<file path="config.mk">
export PLATFORM = sky130hd
export DESIGN_NAME = sram_arbiter
export DESIGN_NICKNAME = d
export VERILOG_FILES = /design/src/rtl/sram_arbiter_pkg.sv /design/src/rtl/sram_arbiter_rr_arb2.sv /design/src/rtl/sram_arbiter.sv
export SDC_FILE = /design/constraint.sdc
export NUM_CORES = 1
export LEC_CHECK = 0
export CORE_ASPECT_RATIO = 1.5
export CORE_MARGIN = 2
export CORE_UTILIZATION = 30
export DETAILED_ROUTE_END_ITERATION = 12
export GPL_TIMING_DRIVEN = 0
export MAX_ROUTING_LAYER = met4
export PLACE_DENSITY = 0.76
export SYNTH_ARGS = -nofsm -noshare
export SYNTH_HDL_FRONTEND = slang
export SYNTH_SLANG_ARGS = --single-unit
</file>
<file path="constraint.sdc">
create_clock -name clk -period 1.52 [get_ports clk]
set_clock_uncertainty 0.2 [all_clocks]
set_input_delay 0.152 -clock clk [delete_from_list [all_inputs] [get_ports clk]]
set_output_delay 0.152 -clock clk [all_outputs]
set_load 0.05 [all_outputs]
</file>
<file path="src/rtl/sram_arbiter_pkg.sv">
// Shared types and defaults for the two-master SRAM arbiter.
package sram_arbiter_pkg;

  typedef enum logic [1:0] {
    StIdle = 2'd0,
    StAddr = 2'd1,
    StData = 2'd2
  } state_e;

  typedef enum logic {
    OwnInst = 1'b0,
    OwnData = 1'b1
  } owner_e;

  localparam int unsigned AwDefault = 32;
  localparam int unsigned DwDefault = 32;

endpackage

</file>
<file path="src/rtl/sram_arbiter_rr_arb2.sv">
// Two-input round-robin grant; the last granted owner loses the next tie.
module rr_arb2
  import sram_arbiter_pkg::*;
(
  input  logic   clk,
  input  logic   reset,
  input  logic   i_req_inst,
  input  logic   i_req_data,
  input  logic   i_take,
  output logic   o_valid,
  output owner_e o_owner
);

  owner_e r_last;

  always_ff @(posedge clk) begin
    if (reset) begin
      r_last <= OwnInst;
    end else if (i_take && o_valid) begin
      r_last <= o_owner;
    end
  end

  always_comb begin
    o_valid = i_req_inst | i_req_data;
    o_owner = OwnInst;
    if (i_req_inst && i_req_data) begin
      if (r_last == OwnInst) begin
        o_owner = OwnData;
      end else begin
        o_owner = OwnInst;
      end
    end else if (i_req_data) begin
      o_owner = OwnData;
    end
  end

endmodule

</file>
<file path="src/rtl/sram_arbiter.sv">
// Arbitrates instruction-fetch and load/store requests onto one SRAM-like port,
// one transaction outstanding at a time.
module sram_arbiter
  import sram_arbiter_pkg::*;
#(
  parameter int unsigned AW = AwDefault,
  parameter int unsigned DW = DwDefault
) (
  input  logic            clk,
  input  logic            reset,
  input  logic            inst_req,
  input  logic [AW-1:0]   inst_addr,
  input  logic            inst_cancel,
  output logic            inst_addr_ok,
  output logic            inst_data_ok,
  output logic [DW-1:0]   inst_rdata,
  input  logic            data_req,
  input  logic            data_wr,
  input  logic [DW/8-1:0] data_wstrb,
  input  logic [AW-1:0]   data_addr,
  input  logic [DW-1:0]   data_wdata,
  output logic            data_addr_ok,
  output logic            data_data_ok,
  output logic [DW-1:0]   data_rdata,
  output logic            mem_req,
  output logic            mem_wr,
  output logic [DW/8-1:0] mem_wstrb,
  output logic [AW-1:0]   mem_addr,
  output logic [DW-1:0]   mem_wdata,
  input  logic            mem_addr_ok,
  input  logic            mem_data_ok,
  input  logic [DW-1:0]   mem_rdata
);

  state_e            r_state, w_state_next;
  owner_e            r_owner;
  logic              r_wr;
  logic [DW/8-1:0]   r_wstrb;
  logic [AW-1:0]     r_addr;
  logic [DW-1:0]     r_wdata;
  logic              r_cancelled;

  logic              w_grant_valid;
  owner_e            w_grant_owner;
  logic              w_take;
  logic              w_resp;

  assign w_take = (r_state == StIdle) && w_grant_valid;

  rr_arb2 u_rr_arb2 (
    .clk        (clk),
    .reset      (reset),
    .i_req_inst (inst_req),
    .i_req_data (data_req),
    .i_take     (w_take),
    .o_valid    (w_grant_valid),
    .o_owner    (w_grant_owner)
  );

  always_comb begin
    w_state_next = r_state;
    case (r_state)
      StIdle:  if (w_grant_valid) w_state_next = StAddr;
      StAddr:  if (mem_addr_ok)   w_state_next = StData;
      StData:  if (mem_data_ok)   w_state_next = StIdle;
      default: w_state_next = StIdle;
    endcase
  end

  always_comb begin
    inst_addr_ok = w_take && (w_grant_owner == OwnInst);
    data_addr_ok = w_take && (w_grant_owner == OwnData);
    mem_req      = (r_state == StAddr);
    mem_wr       = r_wr;
    mem_wstrb    = r_wstrb;
    mem_addr     = r_addr;
    mem_wdata    = r_wdata;
    w_resp       = (r_state == StData) && mem_data_ok;
    // A cancel arriving with the response still kills the fetch data.
    inst_data_ok = w_resp && (r_owner == OwnInst) && !r_cancelled && !inst_cancel;
    data_data_ok = w_resp && (r_owner == OwnData);
    inst_rdata   = inst_data_ok ? mem_rdata : '0;
    data_rdata   = data_data_ok ? mem_rdata : '0;
  end

  always_ff @(posedge clk) begin
    if (reset) begin
      r_state     <= StIdle;
      r_owner     <= OwnInst;
      r_wr        <= 1'b0;
      r_wstrb     <= '0;
      r_addr      <= '0;
      r_wdata     <= '0;
      r_cancelled <= 1'b0;
    end else begin
      r_state <= w_state_next;
      if (w_take) begin
        r_owner <= w_grant_owner;
        if (w_grant_owner == OwnData) begin
          r_wr    <= data_wr;
          r_wstrb <= data_wr ? data_wstrb : '0;
          r_addr  <= data_addr;
          r_wdata <= data_wdata;
        end else begin
          r_wr    <= 1'b0;
          r_wstrb <= '0;
          r_addr  <= inst_addr;
          r_wdata <= '0;
        end
      end
      if (w_state_next == StIdle) begin
        r_cancelled <= 1'b0;
      end else if (inst_cancel && (r_owner == OwnInst) && (r_state != StIdle)) begin
        r_cancelled <= 1'b1;
      end
    end
  end

endmodule
</file>
After elaboration in Yosys (flattened, before gate mapping)

Cells that the tools add are included.
W data, S select, Z words.

Eq/ne operators: 2
Mux-type cells: 14
Bitwise gates (word level): 3
Reduce and logical (&&, ||, !) cells: 18

Operator list:

| kind                 | count |
|---|---|
| $mux W32             | 4 |
| $logic_and A1 B1 Y1  | 12 |
| $mux W4              | 2 |
| $mux W2              | 3 |
| $pmux W2 S3          | 1 |
| $logic_not A2 Y1     | 2 |
| $mux W1              | 4 |
| $eq A2 B1 Y1 const B | 1 |
| $eq A2 B2 Y1 const B | 1 |
| $logic_not A1 Y1     | 2 |
| $not A1 Y1           | 2 |
| $reduce_bool A2 Y1   | 1 |
| $reduce_or A2 Y1     | 1 |
| $or A1 B1 Y1         | 1 |

Register bits: 74
Bits of input ports: 140
Logic and storage cells: 45

Longest topological paths before layout

Gate-level depths: netlist of run 1.

Word-level depth: 6
Gate-level depth with buffers: 6

Modules after synthesis

Synthesis of run 1 repeated with hierarchy kept, for this count alone.

Cell total of the unflattened synthesis: 376
Area, all modules: 3335.7 um^2

Modules (own cells, without submodules):

| module       | times used | cells an instance | area each (um^2) | seq. area each (um^2) |
|---|---|---|---|---|
| sram_arbiter | 1          | 370               | 3275.6           | 1461.4 |
| rr_arb2      | 1          | 6                 | 60.1             | 20.0 |

Worst setup path before layout of run 1

OpenSTA, ideal clock, no wires.

Kind: register to output
Start: register r_state[0]
End: output inst_rdata[22]
Data arrival time: 1691 ps
Required time: 1168 ps
Path slack: -523 ps
Stages on the path, launching flop included: 6
Path buffers: 2
Cell sequence: dfxtp_1 -> buf_2 -> nand3b_1 -> nor4_4 -> buf_2 -> and2_1

Longest elaborated chain between the ends: 6

RTL lines:

| item                             | RTL line           | RTL |
|---|---|---|
| from (decl)                      | sram_arbiter.sv:35 | `state_e r_state, w_state_next;` |
| from (signal assigned)           | sram_arbiter.sv:88 | `r_state <= StIdle;` |
| from (signal assigned)           | sram_arbiter.sv:96 | `r_state <= w_state_next;` |
| $eq A2 B2 Y1                     | sram_arbiter.sv:78 | `w_resp = (r_state == StData) && mem_data_ok;` |
| $logic_and A1 B1 Y1              | sram_arbiter.sv:78 |  |
| $logic_and A1 B1 Y1 (3 in a row) | sram_arbiter.sv:80 | `inst_data_ok = w_resp && (r_owner == OwnInst) && !r_cancelled && !inst_cancel;` |
| named net inst_data_ok           | sram_arbiter.sv:15 | `output logic inst_data_ok,` |
| $mux W32                         | sram_arbiter.sv:82 | `inst_rdata = inst_data_ok ? mem_rdata : '0;` |
| to (decl)                        | sram_arbiter.sv:16 | `output logic [DW-1:0] inst_rdata,` |

The timed path passes the listed nets, and every way through them passes these cells.

Worst setup path after layout of run 1

Start: register r_state[0]
End: output inst_rdata[3]

Longest elaborated chain between the ends: 6

RTL lines:

| item                             | RTL line |
|---|---|
| $eq A2 B2 Y1                     | sram_arbiter.sv:78 |
| $logic_and A1 B1 Y1              | sram_arbiter.sv:78 |
| $logic_and A1 B1 Y1 (3 in a row) | sram_arbiter.sv:80 |
| $mux W32                         | sram_arbiter.sv:82 |

Every way passes these cells.

==> results of run 1 <==
worst reg2reg max path: stages, from the launching register on:
cell,delay [ns]
dfxtp_2,0.33
buf_6,0.11
buf_6,0.11
a211oi_4,0.28
buf_4,0.17
buf_6,0.11
clkbuf_16,0.16
clkbuf_16,0.14
nand3_1,0.09
a31oi_1,0.17
how the worst max path moves through the flow:
stage                                from             end  slack (ns)  cells after the start
floorplan           r_state[0]$_SDFF_PP0_  inst_rdata[23]       -0.18                      5
global placement              mem_data_ok  data_rdata[19]       -1.26                      6
detailed placement            mem_data_ok   data_rdata[7]       -1.27                      6
CTS                 r_state[0]$_SDFF_PP0_   inst_rdata[7]       -0.71                      7
global route        r_state[0]$_SDFF_PP0_   inst_rdata[3]       -0.67                      6
finish              r_state[0]$_SDFF_PP0_   inst_rdata[3]       -0.59                      6
stage by stage:
stage / cell area [µm²] / cells
6_report: 8280 / 938
5_1_grt: 8280 / 938
4_1_cts: 7910 / 920
3_5_place_dp: 6720 / 884
3_3_place_gp: 6720 / 884
2_1_floorplan: 3780 / 459
layer usage:
metal,wire [µm],share of wire
met1,6520,0.37
met3,1070,0.060
met4,370,0.021
met5,0,0
met2,9720,0.55
repair_timing:
item	in CTS	in global routing
pin swaps	21	23
gates cloned	6	7
endpoints found under the setup margin	211	155
setup buffers	14	16
endpoints found under the hold margin	0	0
hold buffers	0	0
gates resized for setup	859	80
power groups by stage:
stage          logic (mW)  clock network [mW]  registers, mW
6_report             2.35                2.28           2.17
3_3_place_gp         1.88                   0           2.19
5_1_grt              2.45                2.41           2.19
4_1_cts              2.11                2.31           2.17
2_1_floorplan       0.587                   0           2.66
3_5_place_dp         1.90                   0           2.20
kinds of logic after synthesis:
family | count (synthesis) | synth area share
and+or+nand+nor | 179 | 0.293
buffers and inverters | 59 | 0.0687
AOI/OAI and AO/OA | 147 | 0.224
DFF | 74 | 0.415
sequential cells by signal, summed over array words and instances (netlist names):
name / cells
r_state: 2
u_rr_arb2.r_last: 1
mem_wdata: 32
mem_wr: 1
mem_wstrb: 4
r_cancelled: 1
r_owner: 1
mem_addr: 32
layout by cell type, fill, tap and decap left out, types with 9 or more instances in the layout:
cell type,count
o21ai_1,34
o21ai_0,25
o21ai_2,11
clkbuf_2,14
buf_4,14
clkdlybuf4s15_2,57
clkdlybuf4s50_1,137
clkbuf_1,26
a31oi_1,32
a21oi_1,31
a21oi_2,9
and2_4,63
buf_8,81
nand3_1,60
nand4_1,36
buf_6,22
clkbuf_16,18
dfxtp_1,71
cell type report:
type,count,area (µm²)
Buffer,54,468
Tap cell,150,188
Sequential cell,74,1490
Fill cell,850,3310
Inverter,2,11.3
Clock buffer,10,229
Clock inverter,6,91.3
Timing Repair Buffer,316,3630
Multi-Input combinational cell,326,2180
==> flow_metrics.tcl, run 1 <==
set metrics [dict create \
    min_path_cells 3 \
    hold_class "input port to flip-flop" \
    core_mm2 0.0116 \
    antenna_found_initial 0 \
    share_seq_of_total_power 0.320 \
    ant_nets 0 \
    slowest_delay_ns 0.32 \
    fp.dieW_um 93.1 \
    vias_per_cell 5.26 \
    synth.area.top_cells "dfxtp_1 (41%), and2_1 (11%), o21ai_0 (9.8%)" \
    syn_nets 599 \
    layout-drive-gt1-share 0.418 \
    start_kind "flip-flop" \
    internal_power_mw 4.59 \
    min_period_ns 2.11 \
    leakage_nw 3.17 \
    via_count 4937 \
    drtIter0Drc 241 \
    dpl.hpwl_um 12000 \
    synth_edf_count 0 \
    yosysMostFrequentCell "dfxtp_1" \
    cap_violations 0 \
    grt_pass1_vias 4825 \
    ios 278 \
    yosys.area.top_type "dfxtp_1" \
    grtUsageMet3 0.0460 \
    p_total_mw 6.80 \
    r2r_cells 9 \
    hold_viol 0 \
    ys_async_sr_fraction 0 \
    r2r_setup_slack_ns -0.43 \
    antennaDiodeCount 0 \
    cts_max_path_buffers 2 \
    ys_seq_area_frac 0.415 \
    synth_area_mm2 0.00357 \
    grt_pass1_wl_um 24200 \
    peakVddDrop_v 0.000546 \
    syn_inst 459 \
    yosysTopAreaCellShare 0.415 \
    power_per_cell_area_mw_per_mm2 821 \
    clockPowerShare 0.335 \
    portBuffers 275 \
    worst-endpoint-required_ns 1.17 \
    path_delay_family "simple AND/OR/NAND/NOR gates" \
    hold_slack_ns 0.0436 \
    cp_slowest_cell "dfxtp_2" \
    area_growth_pct 132 \
    syn_area_per_cell_um2 7.78 \
    netSwitchingFraction 0.325 \
    met2_usage 0.454 \
    path_cells "nand3b_1 -> nor4_4 -> buf_6 -> clkbuf_16 -> and2_4 -> buf_8" \
    cts_root_buffer "clkbuf_16" \
    yosysWarnings 0 \
    clk_latency_ns 0.33 \
    rsz0062_at_grt "yes" \
    slew_violations 0 \
    start_util 0.308 \
    fin_crit_sh 1.39 \
    ys_types 25 \
    synth_ff_type "dfxtp_1" \
    drt-total-wl_um 17700 \
    route.detailed.drc 0 \
    synthTopCellsByCount "dfxtp_1 (74), o21ai_0 (70), nand3_1 (65), and2_1 (64), a21oi_1 (40)" \
    setup_violations 141 \
    top_usage_layer "met2" \
    grt_use_met1 0.262 \
    cts_buffers 9 \
    arrival_ns 1.76 \
    timing.fmax_ghz 0.474 \
    hold_path.startpoint "inst_req" \
    worst_setup_path_end_kind "output pin" \
    status "finished, violations left" \
    grt_max_degree 14 \
    drt-pass1-iter-count 4 \
    num_rows 48 \
    grt-ovfl-total 0 \
    crit_type "flip-flop to output pin" \
    pre_cts_ws_ns -1.27 \
    setup_ws_ns -0.591 \
    violations "negative setup slack" \
    critPathBufInv 3 \
    routabilityCongestion 0.849 \
    slew_headroom 0.584 \
    crit_fanout 8 \
    cts_tree "done" \
    r2r-start "r_state[1]$_SDFF_PP0_" \
    fp.dieH_um 138 \
    worst_slew_pin_slew_ns 0.624 \
    wl_per_cell_um 18.9 \
    htreeDepth 3 \
    comb_power_share 0.345 \
    clock_sinks 74 \
    clk_transition_reported_paths_ns 0.06 \
    track_usage 0.246 \
    fin_util 0.714 \
    min_to "mem_addr[1]$_SDFFE_PP0N_" \
    p_switching_mw 2.21 \
    fin_nets 923 \
    ys_ff_latch 74 \
    reg2reg_to "mem_addr[6]$_SDFFE_PP0N_" \
    fin_setup_tns_ns -58.63 \
    dieArea_mm2 0.0128 \
]
No activity file was read; power rests on OpenSTA's default activity.
==> run 2, diff against run 1 <==
--- a/config.mk
+++ b/config.mk
@@ -7,11 +7,13 @@
 export LEC_CHECK = 0
 export CORE_ASPECT_RATIO = 1.5
 export CORE_MARGIN = 2
-export CORE_UTILIZATION = 30
+export CORE_UTILIZATION = 31
+export CTS_BUF_LIST = sky130_fd_sc_hd__clkbuf_4 sky130_fd_sc_hd__clkbuf_8
 export DETAILED_ROUTE_END_ITERATION = 12
 export GPL_TIMING_DRIVEN = 0
 export MAX_ROUTING_LAYER = met4
-export PLACE_DENSITY = 0.76
+export PLACE_DENSITY = 0.79
+export RECOVER_POWER = 25
 export SYNTH_ARGS = -nofsm -noshare
 export SYNTH_HDL_FRONTEND = slang
 export SYNTH_SLANG_ARGS = --single-unit
==> run 2 against run 1 <==
The flow still finishes with violations (negative setup slack); clock power shrank 27%; register-to-register slack gained 0.02 ns; critical endpoint is now inst_rdata[10]; total power shrank 3.4%; clock-buffer cell count grew 1; worst hold slack gained 0.12 ns; non-clock buffer count grew 8; combinational power grew 16%; sequential power is essentially flat.
==> flow_metrics.tcl, run 2 (same netlist as run 1, synthesis figures left out) <==
set metrics [dict create \
    vias_per_cell 5.36 \
    grt_pass1_wl_um 25700 \
    rsz0062_at_grt "yes" \
    mostFrequentLayoutCells "clkdlybuf4s50_1 (137), buf_8 (84), dfxtp_1 (71)" \
    cap_violations 0 \
    slowest_delay_ns 0.35 \
    seq_area_mm2 0.00149 \
    min_period_ns 2.13 \
    clk_latency_ns 0.35 \
    track_usage 0.267 \
    wl_per_cell_um 20.0 \
    grt_max_degree 14 \
    path_delay_family "simple AND/OR/NAND/NOR gates" \
    routabilityCongestion 0.866 \
    worst_setup_path_end_kind "output pin" \
    fillers 698 \
    fp.dieH_um 135 \
    cts_max_path_buffers 2 \
    power_per_cell_area_mw_per_mm2 747 \
    multiInputGateArea_mm2 0.00256 \
    start_util 0.315 \
    portBuffers 275 \
    worst-endpoint-required_ns 1.17 \
    hold_class "input port to flip-flop" \
    antenna_found_initial 0 \
    arrival_ns 1.78 \
    route.detailed.drc 0 \
    htreeDepth 3 \
    fin_crit_sh 1.40 \
    status "finished, violations left" \
    worst_slew_pin_slew_ns 0.778 \
    hold_slack_ns 0.165 \
    path_cells "nand3b_1 -> nor4_4 -> buf_6 -> clkbuf_16 -> and2_4 -> buf_8" \
    slew_violations 0 \
    cts_tree "done" \
    area_growth_pct 146 \
    critPathBufInv 3 \
    ant_nets 0 \
    via_count 5074 \
    start_kind "flip-flop" \
    clock_sinks 74 \
    slew_headroom 0.482 \
    setup_ws_ns -0.611 \
    drtIter0Drc 329 \
    peakVddDrop_v 0.000691 \
    crit_type "flip-flop to output pin" \
    drt-pass1-iter-count 5 \
    ios 278 \
    antennaDiodeCount 0 \
    num_rows 48 \
    cts_buffers 9 \
    cp_slowest_cell "dfxtp_4" \
    violations "negative setup slack" \
    leakage_nw 3.25 \
    grt_pass1_vias 5001 \
    setup_violations 141 \
    dieArea_mm2 0.0124 \
    crit_fanout 8 \
    final_common_cell "clkdlybuf4s50_1" \
    p_total_mw 6.57 \
    grt-ovfl-total 0 \
    layout-drive-gt1-share 0.509 \
    cts_root_buffer "clkbuf_8" \
    hold_viol 0 \
    fp.dieW_um 91.6 \
    timing.fmax_ghz 0.469 \
    fin_nets 931 \
    drt-total-wl_um 18900 \
    fin_setup_tns_ns -60.61 \
    dpl.hpwl_um 11700 \
    core_mm2 0.0114 \
    clk_transition_reported_paths_ns 0.08 \
]
-- run 2: cell count changes in the layout (fill, tap and decap cells not counted), sizes merged --
cell / before / now
buf: 124 / 132
clkdlybuf4s15: 57 / 64
inv: 1 / 2
dlygate4sd3: 0 / 3
clkinv: 4 / 3
bufinv: 2 / 1
clkbuf: 62 / 53
-- run 2: per-stage QoR --
step	worst slack [ns]	cells	instance area, µm²	util
floorplan	-0.184	459	3780	-
detailed placement	-1.31	884	6720	0.592
CTS	-0.701	928	7980	0.703
finish	-0.611	946	8790	0.774
global route	-0.707	946	8790	0.774
global placement	-1.26	884	6720	0.592
-- run 2: final cells by class --
cell class              count  share of cell area
plain buffers              54              0.0561
clock buffers              11              0.0172
clock inverters             5             0.00698
inverters                   2             0.00128
multi-input cells         326               0.291
flip-flops and latches     74               0.169
well taps                 150              0.0214
repair buffers            324               0.437
-- run 2: what timing repair did --
| item | in CTS | in global routing |
|---|---|---|
| endpoints found under the setup margin | 211 | 142 |
| pin swaps | 40 | 95 |
| hold buffers | 3 | 0 |
| setup buffers | 16 | 18 |
| gates resized for setup | 875 | 201 |
| endpoints found under the hold margin | 1 | 0 |
| cloned | 10 | 6 |
-- run 2: worst min-delay path: stages --
cell,delay (ns)
clkdlybuf4s50_1,0.39
nand3_1,0.08
a21oi_1,0.06
-- run 2: power by group --
| group | internal [mW] | switching [mW] |
|---|---|---|
| registers | 2.09 | 0.106 |
| clock network | 0.857 | 0.799 |
| logic | 1.27 | 1.46 |
| total | 4.21 | 2.36 |
-- run 2: per-layer routing --
metal | up-vias | part of all wire | GRT usage
met4 | 0 | 0.029 | 0.103
met3 | 39 | 0.064 | 0.0467
li1 | 2337 | - | -
met2 | 233 | 0.54 | 0.478
met5 | - | 0 | -
met1 | 2465 | 0.37 | 0.293
-- run 2: path summary, 6_finish.rpt --
check                                                start                         end  slack (ns)  depth (start not counted)
worst min register to register  mem_wdata[16]$_SDFFE_PP0N_  mem_wdata[16]$_SDFFE_PP0N_        0.27                          2
worst max-delay path                 r_state[0]$_SDFF_PP0_              inst_rdata[10]       -0.61                          6
worst max register to register       r_state[0]$_SDFF_PP0_    mem_addr[9]$_SDFFE_PP0N_       -0.41                          8
worst min-delay path                         data_wdata[7]   mem_wdata[7]$_SDFFE_PP0N_        0.16                          3
